### src/rtl/ej32_pkg.sv
// Shared eJ32 types: memory arbiter FSM states, read-return owner tags and default widths.
package ej32_pkg;

  typedef enum logic [1:0] {NORM, LOCK, DRAIN} arb_st_t;
  typedef enum logic [1:0] {RD_NONE, RD_CORE, RD_HOST} rd_own_t;

  localparam int ARB_AW = 17;
  localparam int DATA_W = 8;

endpackage

### src/rtl/ej32_mem_arb.sv
// Shares the byte-wide RAM port between the eJ32 core (priority) and the host port, with a
// bounded-wait host slot and a host_lock bulk mode. Optional stall counter: EJ32_ARB_STAT_EN.
module ej32_mem_arb
  import ej32_pkg::*;
#(
  parameter int AW       = ARB_AW,
  parameter int MAX_WAIT = 8
) (
  input  logic              clk,
  input  logic              rst_n,
  input  logic              core_req,
  input  logic              core_we,
  input  logic [AW-1:0]     core_addr,
  input  logic [DATA_W-1:0] core_wdata,
  output logic              core_stall,
  output logic [DATA_W-1:0] core_rdata,
  input  logic              host_req,
  input  logic              host_we,
  input  logic [AW-1:0]     host_addr,
  input  logic [DATA_W-1:0] host_wdata,
  input  logic              host_lock,
  output logic              host_gnt,
  output logic              host_rvalid,
  output logic [DATA_W-1:0] host_rdata,
  output logic              mem_cs,
  output logic              mem_we,
  output logic [AW-1:0]     mem_addr,
  output logic [DATA_W-1:0] mem_wdata,
  input  logic [DATA_W-1:0] mem_rdata
`ifdef EJ32_ARB_STAT_EN
  ,
  output logic [31:0]       stall_cnt
`endif
);

  localparam int WCW = (MAX_WAIT < 2) ? 1 : $clog2(MAX_WAIT + 1);

  arb_st_t           state, state_nx;
  rd_own_t           rd_owner, rd_owner_nx;
  logic [WCW-1:0]    wait_cnt;
  logic [DATA_W-1:0] core_rdata_p1;
  logic              host_own, core_own;

  // Per-cycle owner decision and next-state logic
  always_comb begin
    state_nx = state;
    host_own = 1'b0;
    core_own = 1'b0;
    case (state)
      NORM: begin
        if (host_lock) state_nx = LOCK;
        host_own = host_lock | (host_req & (~core_req | (wait_cnt == WCW'(MAX_WAIT))));
        core_own = ~host_own;
      end
      LOCK: begin
        if (!host_lock) state_nx = DRAIN;
        host_own = 1'b1;
      end
      DRAIN:   state_nx = NORM;
      default: state_nx = NORM;
    endcase
  end

  // Reset forces the port idle and the core stalled, independent of the FSM.
  always_comb begin
    host_gnt   = rst_n & host_own & host_req;
    core_stall = ~rst_n | (core_req & ~core_own);
    mem_cs     = rst_n & (host_own ? host_req : (core_own & core_req));
    mem_we     = host_own ? host_we    : core_we;
    mem_addr   = host_own ? host_addr  : core_addr;
    mem_wdata  = host_own ? host_wdata : core_wdata;
  end

  always_comb begin
    rd_owner_nx = RD_NONE;
    if (host_gnt && !host_we)
      rd_owner_nx = RD_HOST;
    else if (core_own && core_req && !core_we)
      rd_owner_nx = RD_CORE;
  end

  // ---- registered control ----
  always_ff @(posedge clk or negedge rst_n) begin
    if (!rst_n) begin
      state    <= NORM;
      rd_owner <= RD_NONE;
      wait_cnt <= '0;
    end else begin
      state    <= state_nx;
      rd_owner <= rd_owner_nx;
      if (state != LOCK) begin
        if (!host_req || host_gnt)
          wait_cnt <= '0;
        else if (wait_cnt != WCW'(MAX_WAIT))
          wait_cnt <= wait_cnt + WCW'(1);
      end
    end
  end

  // ---- read return stage: RAM data arrives one cycle after the grant ----
  always_ff @(posedge clk or negedge rst_n) begin
    if (!rst_n)
      core_rdata_p1 <= '0;
    else if (rd_owner == RD_CORE)
      core_rdata_p1 <= mem_rdata;
  end

  // Bypass the holding register in the return cycle so the byte is usable right away.
  assign core_rdata  = (rd_owner == RD_CORE) ? mem_rdata : core_rdata_p1;
  assign host_rvalid = (rd_owner == RD_HOST);
  assign host_rdata  = mem_rdata;

`ifdef EJ32_ARB_STAT_EN
  always_ff @(posedge clk or negedge rst_n) begin
    if (!rst_n)
      stall_cnt <= '0;
    else if (core_req && core_stall)
      stall_cnt <= stall_cnt + 32'd1;
  end
`endif

endmodule

### config.mk
export PLATFORM = sky130hd
export DESIGN_NAME = ej32_mem_arb
export DESIGN_NICKNAME = d
export VERILOG_FILES = /design/src/rtl/ej32_pkg.sv /design/src/rtl/ej32_mem_arb.sv
export SDC_FILE = /design/constraint.sdc
export NUM_CORES = 1
export LEC_CHECK = 0
export BUFFER_PORTS_ARGS = -buffer_cell sky130_fd_sc_hd__buf_2
export CORE_MARGIN = 10
export CORE_UTILIZATION = 30
export CTS_BUF_LIST = sky130_fd_sc_hd__clkbuf_8
export CTS_CLUSTER_SIZE = 25
export DETAILED_ROUTE_END_ITERATION = 10
export GPL_ROUTABILITY_DRIVEN = 0
export PLACE_DENSITY = 0.71
export SLEW_MARGIN = 10
export SYNTH_ARGS = -nofsm -noshare
export SYNTH_HDL_FRONTEND = slang
export SYNTH_SLANG_ARGS = --single-unit
### constraint.sdc
create_clock -name clk -period 1.9 [get_ports clk]
set_input_delay 0.095 -clock clk [delete_from_list [all_inputs] [get_ports clk]]
set_output_delay 0.095 -clock clk [all_outputs]
set_load 0.005 [all_outputs]
==> results_dict.tcl, run 1 <==
set metrics [dict create \
    overflow 0 \
    relSlewSlack_pct 77.23 \
    clock-root-buffer "clkbuf_8" \
    p_per_area_nw_per_um2 611.0 \
    finalSetupViolCount 24 \
    clk_pin_slew_ns 0.06 \
    power.leakage_nw 1.089 \
    cp_max_fo 7 \
    synthesis.area_um2 1179 \
    yosysUniqueCellTypes 26 \
    worst_hold_path_type "in2reg" \
    layout.nets 292 \
    synth_top_cell_by_area "dfrtp_1" \
    ys_seq_area_share_pct 33.97 \
    diodes 0 \
    die-area_um2 6836 \
    grt_max_degree 13 \
    path_class "reg2out" \
    drtPass1Iterations 4 \
    fin_ws_ns -0.06419 \
    netlist_instances 112 \
    critPathLaunchType "flop" \
    grt_use_total_pct 12.08 \
    cts.sinks 16 \
    antenna_found_initial 0 \
    worst_pin_slew_ns 0.3407 \
    fin_util_pct 54.24 \
    synthTopCellsByArea "dfrtp_1 34%, mux2_2 32%, buf_4 5.1%" \
    cts_tree "yes" \
    hold_ws_ns 0.01355 \
    drive_gt1_share_pct 72.65 \
    synthesis.nets 179 \
    period_share_pct 103.4 \
    wl_mm 4.659 \
    drv_cap 0 \
    slew_viol_final 0 \
    p_clk_share_pct 19.4 \
    crit_required_ns 1.80 \
    pre_cts_slack_ns 0.08549 \
    drt-initial-drc-count 97 \
    h-tree-depth 1 \
    p_int_uw 892.0 \
    start_util_pct 31.48 \
    grt_pass1_wl_mm 6.534 \
    cts_buffers 3 \
    cts.path.max_buffers 2 \
    fin_worst_skew_ns 0.004539 \
    grt_pass1_vias 1340 \
    die_y_um 82.68 \
    synth_top_area_share_pct 33.97 \
    num_io_pins 111 \
    synth-edff-count 0 \
    area_delta_synth_final_pct 72.29 \
    route.vias.total 1270 \
    hold_viol 0 \
    outcome "finished with violations" \
    fin_crit_ns 1.964 \
    switchingPower_uw 348.8 \
    wl_per_cell_um 17.19 \
    io_buffers 110 \
    ys.flop_type "dfrtp_1" \
    end_kind "primary output" \
    via_per_inst 4.686 \
    core_area_um2 3744 \
    worstPathArrival_ns 1.87 \
    clkLatencyLatePin_ns 0.24 \
    sw_frac_of_total_pct 28.11 \
    die_x_um 82.68 \
    placed_area_um2 1762 \
    std_cell_rows 22 \
    power_frac_seq_pct 34.3 \
    fmax_mhz 509.1 \
    synthArstFlopShare_pct 100.0 \
    hpwl_mm 3.853 \
    ant_nets 0 \
    rsz0062_at_grt "true" \
    ys_seq_elements 16 \
    yosys_warnings 0 \
    ir_drop_v 0.0004185 \
    power_frac_comb_pct 46.3 \
    fill_cells 353 \
    final_area_um2 2031 \
    synth_area_per_cell_um2 10.52 \
    drc 0 \
    violations "negative setup slack" \
]
## power by group through the flow
stage / Clock (mW) / Combinational, mW / Sequential (mW)
2_1_floorplan: 0 / 0.239 / 0.425
3_3_place_gp: 0 / 0.465 / 0.430
3_5_place_dp: 0 / 0.474 / 0.433
4_1_cts: 0.248 / 0.591 / 0.426
5_1_grt: 0.269 / 0.630 / 0.434
6_report: 0.241 / 0.575 / 0.426
## critical path, cell delays in order, from the launching register on
cell and delay, ns:
dfrtp_1 0.38, inv_2 0.07, ha_4 0.14, nand4b_4 0.11, a31oi_4 0.23, buf_6 0.14
buf_16 0.12, mux2_4 0.31, buf_6 0.12
## cells in the mapped netlist (2+ instances only)
cell	n
nor2b_1	6
inv_1	5
mux2_2	33
nor2_1	6
buf_6	2
ha_1	2
clkbuf_1	2
nand2b_1	5
a21oi_1	3
nand3_1	2
nand2_1	4
o21ai_0	6
dfrtp_1	16
buf_4	8
## cells in the final DEF, fill, tap and decap left out, types with 2 or more instances in the layout
| master | count |
|---|---|
| dfrtp_1 | 16 |
| inv_2 | 2 |
| a21oi_1 | 3 |
| nor2b_1 | 6 |
| nor2_1 | 6 |
| buf_2 | 95 |
| nand3_1 | 2 |
| o21ai_0 | 6 |
| nand2_1 | 4 |
| inv_1 | 3 |
| mux2_4 | 16 |
| clkbuf_8 | 3 |
| buf_4 | 5 |
| nand2b_1 | 5 |
| buf_6 | 18 |
| mux2_2 | 17 |
## stage by stage
step,TNS [ns],std cells,power (mW)
finish,-0.7649,271,1.241
detailed placement,0,263,0.9068
CTS,-1.218,272,1.265
floorplan,0,112,0.6643
global route,-3.424,271,1.333
global placement,0,263,0.8944
## state kept, by name (all words and copies together), names as in the netlist
register,flops
core_rdata_p1,8
state,2
rd_owner,2
wait_cnt,4
## path summary, 6_finish.rpt
check                              endpoint             start  slack (ns)  depth (start not counted)
min reg2reg                core_rdata_p1[0]  core_rdata_p1[0]        0.49                          1
max                            mem_addr[14]       wait_cnt[1]       -0.06                          8
min in group asynchronous       wait_cnt[3]             rst_n        0.25                          2
max in group asynchronous          state[0]             rst_n        1.26                          3
max reg2reg                     rd_owner[1]       wait_cnt[1]        0.39                          6
min                             rd_owner[1]           host_we        0.01                          2
## logic make-up (layout without fill, tap and decap cells)
logic type      count (synthesis)  count (layout)  synth area share [%]
compound gates                 14              14                 8.175
buf+inv                        17             128                 9.236
flops                          16              16                 33.97
fa+ha+maj                       2               2                 2.123
simple gates                   29              29                 14.01
mux                            34              34                 32.48
## what timing repair did
item,in CTS,in global routing
resized for setup,39,2
pin swaps,2,0
cloned,1,0
setup endpoints to repair,26,27
hold endpoints to repair,8,0
hold buffers,1,0
setup buffers,5,0
## per-layer routing
layer	part of all wire, %	vias to the layer above	global-route usage [%]
li1	-	609	-
met3	10	4	3.672
met2	59	49	24.07
met1	30	608	11.78
met4	0.60	0	2.508
met5	0	-	0
## final cells by class
class	count	area (um2)	area share [%]
inverter	5	18.77	0.9242
timing repair buffer	120	753.2	37.09
tap	48	60.06	2.957
clock buffer	3	41.29	2.033
multi-input combinational	79	757.0	37.28
sequential	16	400.4	19.72
Note: power is estimated with default switching activity, not from simulation.
==> inputs of run 2 (changes only) <==
CELL_PAD_IN_SITES_DETAIL_PLACEMENT = 1   (was unset)
CELL_PAD_IN_SITES_GLOBAL_PLACEMENT = 2   (was unset)
CORE_UTILIZATION = 19   (was 30)
PLACE_DENSITY = 0.84   (was 0.71)
==> results_dict.tcl, run 2 (synthesized netlist as in run 1, its figures left out) <==
set metrics [dict create \
    grt_pass1_wl_mm 7.555 \
    cp_max_fo 13 \
    grt_use_total_pct 9.689 \
    die_y_um 98.76 \
    top_register "core_rdata_p1" \
    start_util_pct 19.79 \
    die-area_um2 9754 \
    area_delta_synth_final_pct 60.30 \
    fin_crit_ns 2.013 \
    layout_common_cells "110 x buf_2, 33 x mux2_2, 16 x dfrtp_1" \
    reg.largest.list "core_rdata_p1 (8), wait_cnt (4)" \
    relSlewSlack_pct 74.55 \
    reg2reg_from "wait_cnt[0]" \
    grt_max_degree 15 \
    critPathLaunchType "flop" \
    worst_hold_path_type "in2reg" \
    rsz0062_at_grt "true" \
    min_from "core_we" \
    die_x_um 98.76 \
    p_per_area_nw_per_um2 648.3 \
    grtUsageMet2_pct 18.24 \
    drtPass1Iterations 3 \
    layout.nets 290 \
    fin_ws_ns -0.1130 \
    grt_pass1_vias 1408 \
    largest_reg_flops 8 \
    drc 0 \
    worstPathArrival_ns 1.92 \
    antenna_found_initial 0 \
    hold_end "rd_owner[0]" \
    crit_required_ns 1.80 \
    cts_tree "yes" \
    io_buffers 110 \
    fin_util_pct 31.72 \
    path_class "reg2out" \
    drive_gt1_share_pct 72.97 \
    top_usage_layer "met2" \
    route.vias.total 1265 \
    worst_pin_slew_ns 0.3810 \
    core_area_um2 5956 \
    slew_viol_final 0 \
    drv_cap 0 \
    overflow 0 \
    end_kind "primary output" \
    wl_mm 4.858 \
    outcome "finished with violations" \
    drt-initial-drc-count 44 \
    via_per_inst 4.259 \
    fmax_mhz 496.8 \
    num_io_pins 111 \
    power.leakage_nw 0.9777 \
    cts.path.max_buffers 2 \
    period_share_pct 105.9 \
    ff2ff_setup_slack_ns 0.43 \
    clk_pin_slew_ns 0.07 \
    violations "negative setup slack" \
    worstReg2RegEnd "rd_owner[1]" \
    clock-root-buffer "clkbuf_8" \
    h-tree-depth 1 \
    diodes 0 \
    setup-tns-final_ns -2.461 \
    pre_cts_slack_ns 0.06526 \
    r2r_cells 6 \
    grtUsageMet1_pct 9.849 \
    layout_commonest_cell "buf_2" \
    cts_buffers 3 \
    std_cell_rows 28 \
    min_path_cells 2 \
    fin_worst_skew_ns 0.008904 \
    wl_per_cell_um 16.36 \
    finalSetupViolCount 26 \
    hold_viol 0 \
    hpwl_mm 4.227 \
    cts.sinks 16 \
    ant_nets 0 \
    grtUsageMet3_pct 3.282 \
    clkLatencyLatePin_ns 0.26 \
    ir_drop_v 0.0002940 \
]
run 2: changes by cell type in the layout (fill, tap and decap cells not counted):
| cell | change |
|---|---|
| buf_6 | -16 |
| mux2_2 | +16 |
| buf_2 | +15 |
| mux2_4 | -15 |
| buf_16 | -1 |
| clkbuf_8 | +1 |
| mux2_1 | -1 |
run 2: how the worst max path moves through the flow:
stage           startpoint           end  slack [ns]  cells after the start
6_report       wait_cnt[0]  mem_wdata[2]       -0.11                      7
5_1_grt        wait_cnt[0]   mem_addr[1]       -0.23                      7
4_1_cts        wait_cnt[1]  mem_wdata[3]       -0.18                      8
3_5_place_dp   wait_cnt[1]  mem_wdata[3]        0.07                      7
3_3_place_gp   wait_cnt[1]  mem_wdata[3]         0.1                      7
2_1_floorplan  wait_cnt[0]  mem_addr[10]        0.19                      6
run 2: worst max-delay path, stage by stage, from the launching register on:
cell and delay, ns:
dfrtp_1 0.39, inv_2 0.07, ha_4 0.15, nand4b_4 0.13, a31oi_4 0.23, buf_6 0.19
mux2_2 0.36, buf_2 0.13
run 2: per-layer routing:
| metal | up-vias | share of wire (%) |
|---|---|---|
| li1 | 606 | - |
| met1 | 607 | 37 |
| met2 | 47 | 56 |
| met3 | 5 | 6.2 |
| met4 | 0 | 1.0 |
| met5 | - | 0 |
run 2: final cells by class:
type,instances,area [um2]
Timing Repair Buffer,118,620.6
Clock buffer,4,55.05
Sequential cell,16,400.4
Inverter,5,18.77
Tap cell,75,93.84
Fill cell,753,4066
Multi-Input combinational cell,79,700.7
run 2: repair_timing:
item	in CTS	in global routing
pin swaps	2	3
buffers inserted	3	0
hold buffers	1	0
endpoints found under the hold margin	9	0
endpoints found under the setup margin	27	27
resized for setup	4	6
gates cloned	1	0
run 2: where the power goes:
part	switching, mW	internal [mW]	total (mW)
clock network	0.124	0.184	0.308
logic	0.212	0.279	0.491
registers	0.0229	0.403	0.425
total	0.359	0.866	1.22
run 2: metrics by stage:
| stage | power [mW] | hold WS [ns] | instances | cell area (um2) |
|---|---|---|---|---|
| floorplan | 0.6643 | -0.2006 | 112 | 1179 |
| global placement | 0.8940 | -0.002611 | 290 | 1783 |
| detailed placement | 0.9107 | -0.005370 | 290 | 1783 |
| CTS | 1.268 | 0.009702 | 299 | 1916 |
| global route | 1.327 | 0.01266 | 297 | 1889 |
| finish | 1.225 | 0.01615 | 297 | 1889 |
==> inputs of run 3 (changes only) <==
RECOVER_POWER = 50   (was unset)
==> results_dict.tcl, run 3 (synthesized netlist as in run 1, its figures left out) <==
set metrics [dict create \
    fin_crit_ns 2.013 \
    die-area_um2 9754 \
    die_x_um 98.76 \
    drive_gt1_share_pct 69.37 \
    grt_use_total_pct 9.689 \
    outcome "finished with violations" \
    layout_commonest_cell "buf_2" \
    critPathLaunchType "flop" \
    hold_ws_ns 0.01632 \
    worstReg2RegEnd "rd_owner[1]" \
    slew_viol_final 0 \
    path_class "reg2out" \
    placed_area_um2 1783 \
    overflow 0 \
    ant_nets 0 \
    wl_mm 4.859 \
    diodes 0 \
    area_delta_synth_final_pct 59.24 \
    drv_cap 0 \
    num_io_pins 111 \
    worst_hold_path_type "in2reg" \
    p_per_area_nw_per_um2 650.9 \
    drt-initial-drc-count 47 \
    cts.path.max_buffers 2 \
    hold_viol 0 \
    cts_buffers 3 \
    hold_end "rd_owner[0]" \
    layout_common_cells "103 x buf_2, 33 x mux2_2, 16 x dfrtp_1" \
    period_share_pct 105.9 \
    clk_pin_slew_ns 0.07 \
    std_cell_rows 28 \
    crit_required_ns 1.80 \
    core_area_um2 5956 \
    r2r_cells 6 \
    start_util_pct 19.79 \
    fin_ws_ns -0.1128 \
    top_register "core_rdata_p1" \
    finalSetupViolCount 26 \
    drtPass1Iterations 3 \
    violations "negative setup slack" \
    ff2ff_setup_slack_ns 0.44 \
    fin_worst_skew_ns 0.008770 \
    end_kind "primary output" \
    antenna_found_initial 0 \
    hpwl_mm 4.227 \
    largest_reg_flops 8 \
    clock-root-buffer "clkbuf_8" \
    reg.largest.list "core_rdata_p1 (8), wait_cnt (4)" \
    cp_max_fo 13 \
    grt_max_degree 15 \
    ir_drop_v 0.0002902 \
    dp_cells 290 \
    cts_tree "yes" \
    clkLatencyLatePin_ns 0.26 \
    grt_pass1_wl_mm 7.555 \
    h-tree-depth 1 \
    cts.sinks 16 \
    power.leakage_nw 0.9548 \
    route.vias.total 1263 \
    finalNonFillerCells 297 \
    grt_pass1_vias 1408 \
    min_from "core_we" \
    rsz0062_at_grt "true" \
    worstPathArrival_ns 1.92 \
    reg2reg_from "wait_cnt[0]" \
    relSlewSlack_pct 74.55 \
    min_path_cells 2 \
    fmax_mhz 496.8 \
    worst_pin_slew_ns 0.3810 \
    final_area_um2 1877 \
    drc 0 \
    via_per_inst 4.253 \
    layout.nets 290 \
    wl_per_cell_um 16.36 \
    die_y_um 98.76 \
    io_buffers 110 \
]
==> run 3: changes by cell type in the layout (fill, tap and decap cells not counted), sizes merged <==
cell,delta
buf,-8
clkbuf,+8
==> run 3: final cells by class <==
| type | instances | area, um2 |
|---|---|---|
| sequential | 16 | 400.4 |
| timing repair buffer | 118 | 608.1 |
| multi-input combinational | 79 | 700.7 |
| tap | 75 | 93.84 |
| clock buffer | 4 | 55.05 |
| fill | 759 | 4079 |
| inverter | 5 | 18.77 |
==> run 3: what timing repair did <==
action / CTS / global route
gates resized for setup: 4 / 6
endpoints found under the setup margin: 27 / 27
hold buffers: 1 / 0
cloned: 1 / 0
buffers inserted: 3 / 0
pin swaps: 2 / 3
hold endpoints to repair: 9 / 0
==> run 3: worst max-delay path, cell delays in order (launching register included) <==
cell and delay [ns]:
dfrtp_1 0.39, inv_2 0.07, ha_4 0.15, nand4b_4 0.13, a31oi_4 0.23, buf_6 0.19, mux2_2 0.36, buf_2 0.13
==> run 3: where the power goes <==
| group | leakage (nW) | total [mW] | internal, mW | switching, mW |
|---|---|---|---|---|
| registers | 0.204 | 0.425 | 0.403 | 0.0229 |
| logic | 0.722 | 0.488 | 0.276 | 0.213 |
| clock network | 0.0288 | 0.308 | 0.184 | 0.123 |
| total | 0.955 | 1.22 | 0.863 | 0.359 |
==> run 3: worst max path at each step <==
stage | startpoint | endpoint | slack, ns | cells after the start
3_3_place_gp | wait_cnt[1] | mem_wdata[3] | 0.1 | 7
3_5_place_dp | wait_cnt[1] | mem_wdata[3] | 0.07 | 7
2_1_floorplan | wait_cnt[0] | mem_addr[10] | 0.19 | 6
5_1_grt | wait_cnt[0] | mem_addr[1] | -0.23 | 7
6_report | wait_cnt[0] | mem_wdata[2] | -0.11 | 7
4_1_cts | wait_cnt[1] | mem_wdata[3] | -0.18 | 8
==> run 3: per-stage QoR <==
step | power, mW | setup WS, ns | utilization [%] | setup TNS [ns]
after floorplan | 0.6643 | 0.1928 | - | 0
after global placement | 0.8940 | 0.09837 | 29.94 | 0
after detailed placement | 0.9107 | 0.06526 | 29.94 | 0
after CTS | 1.268 | -0.1803 | 32.16 | -4.269
after global routing | 1.324 | -0.2295 | 31.51 | -5.566
final | 1.222 | -0.1128 | 31.51 | -2.449
==> run 3: per-layer routing <==
metal / part of all wire [%] / track usage [%] / vias up
li1: - / - / 605
met1: 37 / 9.849 / 606
met2: 56 / 18.24 / 47
met3: 6.6 / 3.282 / 5
met4: 1.0 / 2.646 / 0
met5: 0 / 0 / -
